===== src/rtl/rriot_bus_initiator.sv =====
// Bus-cycle initiator for the 6530 RRIOT: queues host commands and replays them
// as phi2-timed read/write cycles, capturing read data and latching responder IRQs.
module rriot_bus_initiator #(
    parameter int FIFO_DEPTH = 4,
    parameter int RD_LAT     = 2
) (
    input  logic       phi2,
    input  logic       rst_n,
    input  logic       cmd_valid,
    output logic       cmd_ready,
    input  logic       cmd_we,
    input  logic       cmd_rs0,
    input  logic [9:0] cmd_addr,
    input  logic [7:0] cmd_wdata,
    output logic       rsp_valid,
    output logic [7:0] rsp_rdata,
    output logic [9:0] rsp_addr,
    output logic [9:0] bus_a,
    output logic       bus_rs0,
    output logic       bus_r_w,
    output logic       bus_cs1,
    output logic [7:0] bus_do,
    output logic       bus_oe,
    input  logic [7:0] bus_di,
    input  logic       irq_n,
    output logic       irq_pending,
    input  logic       irq_clr,
    output logic       busy
);
    localparam int AW = $clog2(FIFO_DEPTH);

    typedef struct packed {
        logic       we;
        logic       rs0;
        logic [9:0] addr;
        logic [7:0] wdata;
    } cmd_t;

    typedef enum logic [1:0] {IDLE, WR, RD} state_t;

    cmd_t          fifo_mem [FIFO_DEPTH];
    logic [AW-1:0] wr_ptr, rd_ptr;
    logic [AW:0]   count;
    logic          full, empty, push, pop, capture;
    cmd_t          head;
    state_t        state, state_next;
    logic [2:0]    lat_cnt;
    logic          irq_sync1, irq_sync2, irq_prev, irq_fall;

    assign full      = (count == (AW+1)'(FIFO_DEPTH));
    assign empty     = (count == '0);
    assign cmd_ready = !full;
    assign push      = cmd_valid && !full;
    assign head      = fifo_mem[rd_ptr];
    assign busy      = (state != IDLE) || !empty;

    // WR shares IDLE's launch path so writes can issue back-to-back
    always_comb begin
        state_next = state;
        pop        = 1'b0;
        capture    = 1'b0;
        case (state)
            IDLE, WR: begin
                if (!empty) begin
                    pop        = 1'b1;
                    state_next = head.we ? WR : RD;
                end else begin
                    state_next = IDLE;
                end
            end
            RD: begin
                if (lat_cnt == '0) begin
                    capture    = 1'b1;
                    state_next = IDLE;
                end
            end
            default: state_next = IDLE;
        endcase
    end

    always_ff @(posedge phi2) begin
        if (push) fifo_mem[wr_ptr] <= '{we: cmd_we, rs0: cmd_rs0, addr: cmd_addr, wdata: cmd_wdata};
    end

    always_ff @(posedge phi2 or negedge rst_n) begin
        if (!rst_n) begin
            wr_ptr <= '0;
            rd_ptr <= '0;
            count  <= '0;
        end else begin
            if (push) wr_ptr <= wr_ptr + 1'b1;
            if (pop)  rd_ptr <= rd_ptr + 1'b1;
            case ({push, pop})
                2'b10:   count <= count + 1'b1;
                2'b01:   count <= count - 1'b1;
                default: count <= count;
            endcase
        end
    end

    always_ff @(posedge phi2 or negedge rst_n) begin
        if (!rst_n) begin
            state     <= IDLE;
            lat_cnt   <= '0;
            bus_a     <= '0;
            bus_rs0   <= 1'b0;
            bus_r_w   <= 1'b1;
            bus_cs1   <= 1'b0;
            bus_do    <= '0;
            bus_oe    <= 1'b0;
            rsp_valid <= 1'b0;
            rsp_rdata <= '0;
            rsp_addr  <= '0;
        end else begin
            state     <= state_next;
            rsp_valid <= capture;
            if (pop) begin
                bus_a   <= head.addr;
                bus_rs0 <= head.rs0;
                bus_cs1 <= 1'b1;
                bus_r_w <= !head.we;
                bus_oe  <= head.we;
                if (head.we) bus_do <= head.wdata;
                lat_cnt <= 3'(RD_LAT - 1);
            end else begin
                if (state_next == IDLE) begin
                    bus_cs1 <= 1'b0;
                    bus_r_w <= 1'b1;
                    bus_oe  <= 1'b0;
                end
                if (state == RD && lat_cnt != '0) lat_cnt <= lat_cnt - 3'd1;
            end
            if (capture) begin
                rsp_rdata <= bus_di;
                rsp_addr  <= bus_a;
            end
        end
    end

    assign irq_fall = irq_prev && !irq_sync2;

    always_ff @(posedge phi2 or negedge rst_n) begin
        if (!rst_n) begin
            irq_sync1   <= 1'b1;
            irq_sync2   <= 1'b1;
            irq_prev    <= 1'b1;
            irq_pending <= 1'b0;
        end else begin
            irq_sync1 <= irq_n;
            irq_sync2 <= irq_sync1;
            irq_prev  <= irq_sync2;
            if (irq_fall)     irq_pending <= 1'b1;
            else if (irq_clr) irq_pending <= 1'b0;
        end
    end
endmodule


===== config.mk =====
export PLATFORM = sky130hd
export DESIGN_NAME = rriot_bus_initiator
export DESIGN_NICKNAME = d
export VERILOG_FILES = /design/src/rtl/rriot_bus_initiator.sv
export SDC_FILE = /design/constraint.sdc
export NUM_CORES = 1
export LEC_CHECK = 0
export ABC_AREA = 1
export CORE_ASPECT_RATIO = 1.1
export CORE_MARGIN = 1
export CORE_UTILIZATION = 25
export CTS_CLUSTER_DIAMETER = 120
export DETAILED_ROUTE_END_ITERATION = 6
export GPL_ROUTABILITY_DRIVEN = 0
export GPL_TIMING_DRIVEN = 0
export SETUP_SLACK_MARGIN = 0.15
export SYNTH_ARGS = -nofsm -noshare
export SYNTH_HDL_FRONTEND = slang
export SYNTH_SLANG_ARGS = --single-unit

===== constraint.sdc =====
create_clock -name phi2 -period 2.8 [get_ports phi2]
set_clock_uncertainty 0.15 [all_clocks]
set_input_delay 0.56 -clock phi2 [delete_from_list [all_inputs] [get_ports phi2]]
set_output_delay 0.56 -clock phi2 [all_outputs]
set_load 0.1 [all_outputs]

==> results_dict.tcl <==
set metrics [dict create \
    slowest_stage "clkdlybuf4s50_1" \
    maxSlewHeadroom 0.335 \
    synth_area_um2 5560 \
    crit_fanout 2 \
    die_h_um 158 \
    slowest_delay_ns 1.14 \
    grtUsageTotal 0.115 \
    final-setup-viol-count 0 \
    hold_class "input pin to async pin" \
    drt-initial-drc-count 221 \
    syn2layout_area_growth_pct 34.1 \
    cts_setup_buffers 0 \
    syn_inst 520 \
    final_hold_viol_count 0 \
    numClockSinks 137 \
    yosys_warnings 0 \
    synth-seq-cells 137 \
    nets 661 \
    clk_pin_slew_ns 0.06 \
    critPathCaptureType "output port" \
    drcViolationCount 0 \
    fp.dieArea_um2 22800 \
    yosys.area.top_type "edfxtp_1" \
    clock_latency_ns 0.41 \
    cts.path.max_buffers 2 \
    io_buffers 76 \
    cts_root_buf "clkbuf_16" \
    wire_per_inst_um 13.3 \
    grt_pass1_wl_mm 19.4 \
    cap_violations 0 \
    syn_area_per_cell_um2 10.7 \
    grt_pass1_vias 3667 \
    hold_buffers 0 \
    yosysSeqAreaShare 0.689 \
    grt-ovfl-total 0 \
    postSynthNetCount 561 \
    cts_tree "done" \
    netlist.area_leader.share 0.432 \
    drv_slew 0 \
    io_pins 77 \
    crit_family "buffers and inverters" \
    drive_above_1_share 0.123 \
    grt_max_degree 33 \
    place_hpwl_mm 8.38 \
    rows 56 \
    vias 3732 \
    vias_per_cell 4.04 \
    design.core.area_um2 21600 \
    drt-total-wl_mm 12.3 \
    worst_setup_path_start_kind "flop" \
    critical_path_class "flop to output port" \
    h-tree-depth 4 \
    layout_worst_path_cycle_share 0.932 \
    crit_buf_inv 1 \
    max_freq_ghz 0.383 \
    antenna_found_initial 1 \
    cts_buffers 17 \
    drtPass1Iterations 4 \
    worst_pin_slew_ns 1.00 \
    antenna_left 0 \
    cp_data_arrival_time_ns 1.90 \
    status "complete, no violations" \
    required_ns 2.09 \
    rsz0062_at_grt "false" \
    die_w_um 144 \
    synth.distinct_cells 28 \
    initial_core_util 0.258 \
    worstPathCellList "clkdlybuf4s50_1" \
    regToRegSetupSlack_ns 0.58 \
    final_util 0.346 \
    period_needed_ns 2.61 \
    synthTopCellsByArea "edfxtp_1 43%, dfrtp_1 24%, nand2_1 11%" \
]
## through the flow
stage | std cells | hold slack [ns] | worst slack (ns) | setup TNS [ns] | cell area, um2
after global placement | 886 | 0.198 | -0.952 | -92.69 | 6690
after CTS | 923 | 0.0236 | 0.158 | 0 | 7410
after floorplan | 520 | 0.114 | 0.314 | 0 | 5560
final | 924 | 0.00595 | 0.190 | 0 | 7460
after detailed placement | 891 | 0.198 | 0.284 | 0 | 6770
after global routing | 923 | 0.0601 | 0.151 | 0 | 7460
## registers in the layout, summed over array words and instances, names as in the netlist
register and count:
irq_sync2 1, rsp_rdata 8, fifo_mem 80, bus_a 10
lat_cnt 3, irq_prev 1, bus_r_w 1, state 2
irq_sync1 1, bus_do 8, wr_ptr 2, count 3
rd_ptr 2, irq_pending 1, rsp_addr 10, bus_oe 1
bus_rs0 1, rsp_valid 1, bus_cs1 1
## metal layers
metal | GRT usage | part of all wire | vias up
li1 | - | - | 1865
met1 | 0.128 | 0.41 | 1761
met2 | 0.202 | 0.51 | 91
met3 | 0.0370 | 0.067 | 15
met4 | 0.0486 | 0.018 | 0
met5 | 0 | 0 | -
## placed cells by master, fill, tap and decap left out, drive strengths merged
cell / Yosys / layout
fa: 1 / 1
a21oi: 2 / 2
clkdlybuf4s50: 0 / 41
nor2: 58 / 58
xor2: 2 / 2
o22ai: 1 / 1
clkinv: 0 / 4
xnor2: 1 / 1
dlymetal6s2s: 0 / 17
dfstp: 4 / 4
bufinv: 0 / 5
dfrtp: 53 / 53
nand2: 176 / 176
inv: 57 / 63
buf: 16 / 22
clkbuf: 2 / 19
o21ai: 28 / 28
diode: 0 / 1
dlygate4sd2: 0 / 17
edfxtp: 80 / 80
nand3: 31 / 31
nor3: 1 / 1
ha: 7 / 7
## repair_timing
| action | in CTS | in global routing |
|---|---|---|
| setup endpoints to repair | 17 | 17 |
| resized for setup | 17 | 17 |
| hold endpoints to repair | 0 | 0 |
## Yosys cell counts, drive strengths merged
master	instances
ha	7
nand2	176
edfxtp	80
clkbuf	2
nand3	31
buf	16
a21oi	2
nor2	58
o21ai	28
o22ai	1
xnor2	1
xor2	2
dfrtp	53
nor3	1
inv	57
fa	1
dfstp	4
## path summary, 6_finish.rpt
| path | startpoint | depth (start not counted) | end |
|---|---|---|---|
| min in group phi2 | irq_sync1 | 0 | irq_sync2 |
| setup reg to reg | count[1] | 9 | count[2] |
| max in group asynchronous | rst_n | 2 | bus_r_w |
| setup / recovery | rsp_addr[9] | 1 | rsp_addr[9] |
| hold reg to reg | irq_sync1 | 0 | irq_sync2 |
| hold / removal | rst_n | 1 | rsp_rdata[5] |
## cells by family (layout without fill, tap and decap cells)
logic type | Yosys count | in the layout | share of synthesized area
compound gates | 31 | 31 | 0.0281
xor+xnor | 3 | 3 | 0.00473
fa+ha+maj | 8 | 8 | 0.0193
buf+inv | 75 | 188 | 0.0628
flops | 137 | 137 | 0.689
other cells | 0 | 1 | 0
simple gates | 266 | 266 | 0.196
## final cells by class
type                       instances  area (um2)
fill                            2188       14100
tap                              290         363
clock inverter                    15         236
sequential                       137        3830
timing repair buffer              81         857
antenna                            1        2.50
multi-input combinational        308        1390
clock buffer                      17         425
buffer                            18         130
inverter                          57         219
Power is left out: the tool's default activity adds up to more than one toggle a clock period on the data nets, which glitch-free logic cannot reach.
==> patch: new RTL, same settings <==
Set the parameter `FIFO_DEPTH` to 2 (it was 4).
--- a/src/rtl/rriot_bus_initiator.sv
+++ b/src/rtl/rriot_bus_initiator.sv
@@ -3,3 +3,3 @@
 module rriot_bus_initiator #(
-    parameter int FIFO_DEPTH = 4,
+    parameter int FIFO_DEPTH = 2,
     parameter int RD_LAT     = 2
Formal check against the unedited RTL: not equivalent (Yosys sat finds a counterexample within 4 cycles, from zero or initial values and one cycle with rst_n low).
==> patch against the original RTL <==
Via count fell by 34%. Area after synthesis fell by 35%. Critical path depth rose by 2. Register-to-register slack improved by 0.06 ns. Setup slack improved by 0.035 ns. Hold slack improved by 0.10 ns. Die area fell by 35%. Sequential cell count fell by 43. Largest cell class unchanged. Sequential share of layout area rose by 0.68 points. Highest routed layer unchanged. Design area fell by 34%. Routed wire length fell by 39%.
Power is left out: the tool's default activity adds up to more than one toggle a clock period on the data nets, which glitch-free logic cannot reach.
==> patch: results (changes against the original RTL) <==
Run status
  • Status: completed

Final layout
  • Layout filler cell count: 1,387 (-37%)
  • Number of inserted diodes: 0 (-1)
  • Proportion of layout cells with a drive suffix above 1: 0.08392 (-0.03931)
  • Registers with the highest flip-flop counts: fifo_mem x40, bus_a x10, rsp_addr x10
  • Number of nets in the layout: 460 (-30%)
  • Non-filler instance count after layout: 617 (-33%)

Synth
  • Share of flip-flops with an asynchronous set or reset: 0.5745 (+0.1584)
  • Average cell area after synthesis: 10.69 um^2 (about the same)
  • Number of synthesized flops with an enable pin: 40 (-50%)
  • Total nets after synthesis: 372 (-34%)
  • Top cells by area, synth: dfrtp_1, edfxtp_1, nand2_1
  • Commonest cells in the synthesized netlist: nand2_1, dfrtp_1, edfxtp_1
  • Sequential area share after synthesis: 0.7122 (+0.02288)
  • Count of synthesis-stage warnings from yosys: 0 (unchanged)
  • Count of distinct cell types in the synthesized netlist: 21 (-25%)

Routing
  • Sum of routed wire length over all layers: 7.457 mm (-39%)
  • First-pass detailed-route iteration total: 5 (+1)
  • Final ANT Viol Nets: 0 (unchanged)
  • Vias: 2,476 (-34%)
  • Number of DRC markers in iteration 0: 120 (-46%)

CTS
  • Number of levels in the clock H-tree: 3 (-1)
  • Total CTS buffers: 9 (-8)
  • Clock edge transition at the registers on the reported setup and hold paths: 0.07 ns
  • Buffer cell driving the clock tree root: clkbuf_16
  • Insertion delay of the later-clocked pin in the worst-skew pair: 0.33 ns (-0.08 ns)
  • Maximum count of clock buffers along a single path: 2 (unchanged)

Placed design
  • Cell Area, Placed: 4604 um^2 (-32%)
  • Count of buffers from port buffering: 76 (unchanged)
  • Inst Count DP: 601 (-33%)
  • Pre-CTS worst setup slack: 0.2009 ns (-0.08315 ns)
  • Post-detail-place hpwl: 5.376 mm (-36%)

Worst hold path
  • Class of the worst hold path: input port to asynchronous set/reset pin

GRT
  • Overall global routing resource usage: 0.1081 (-0.007090)
  • Global-route wire length before repair: 12.15 mm (-37%)
  • Number of antenna violations at the first check in global routing: 0 (-1)
  • Pin count of the biggest net entering global routing: 30 (-9.1%)

Setup path
  • Crit-path max FO: 5 (+3)
  • Worst endpoint data arrival time: 1.87 ns (-0.03 ns)

STA
  • Transition at the pin with the smallest max-transition slack: 1.111 ns (+0.1104 ns)
==> patch: cells by family after synthesis <==
family | count (synthesis) | share of synthesized area
simple gates | 172 | 0.1882
flops | 94 | 0.7122
buf+inv | 42 | 0.04982
compound gates | 23 | 0.03450
fa+ha+maj | 3 | 0.01045
xor+xnor | 2 | 0.004879
==> patch: area by class of cell <==
cell class / instances / area, um^2 / area share
Tap cell: 188 / 235.2 / 0.04790
Clock inverter: 5 / 56.30 / 0.01146
Multi-Input combinational cell: 200 / 857.1 / 0.1745
Buffer: 11 / 62.56 / 0.01274
Clock buffer: 11 / 254.0 / 0.05172
Inverter: 31 / 116.4 / 0.02369
Timing Repair Buffer: 77 / 772.0 / 0.1572
Sequential cell: 94 / 2557 / 0.5208
==> patch: critical path, cell delays in order, from the launching register on <==
cell and delay, ns:
dfrtp_1 0.45, nor2_1 0.10, nand3_1 0.12, dlygate4sd2_1 0.87
==> patch: worst paths after layout <==
kind                           start  slack, ns  cells past startpoint              end
max                         count[0]       0.22                      3             busy
min reg2reg                irq_sync1       0.21                      0        irq_sync2
min in group phi2          irq_sync1       0.21                      0        irq_sync2
min                            rst_n       0.11                      1      irq_pending
max in group asynchronous      rst_n       1.81                      2      rsp_addr[3]
max reg2reg                 count[0]       0.64                      4  fifo_mem[1][14]
==> patch: per-layer routing <==
metal	global-route usage	vias up	share of wire
li1	-	1237	-
met1	0.1257	1160	0.43
met2	0.1869	71	0.50
met3	0.02884	8	0.056
met4	0.04374	0	0.017
met5	0	-	0
==> patch: repair_timing <==
item | 4_1_cts | 5_1_grt
setup buffers | 0 | 0
hold buffers | 0 | 0
resized for setup | 3 | 0
endpoints found under the setup margin | 3 | 0
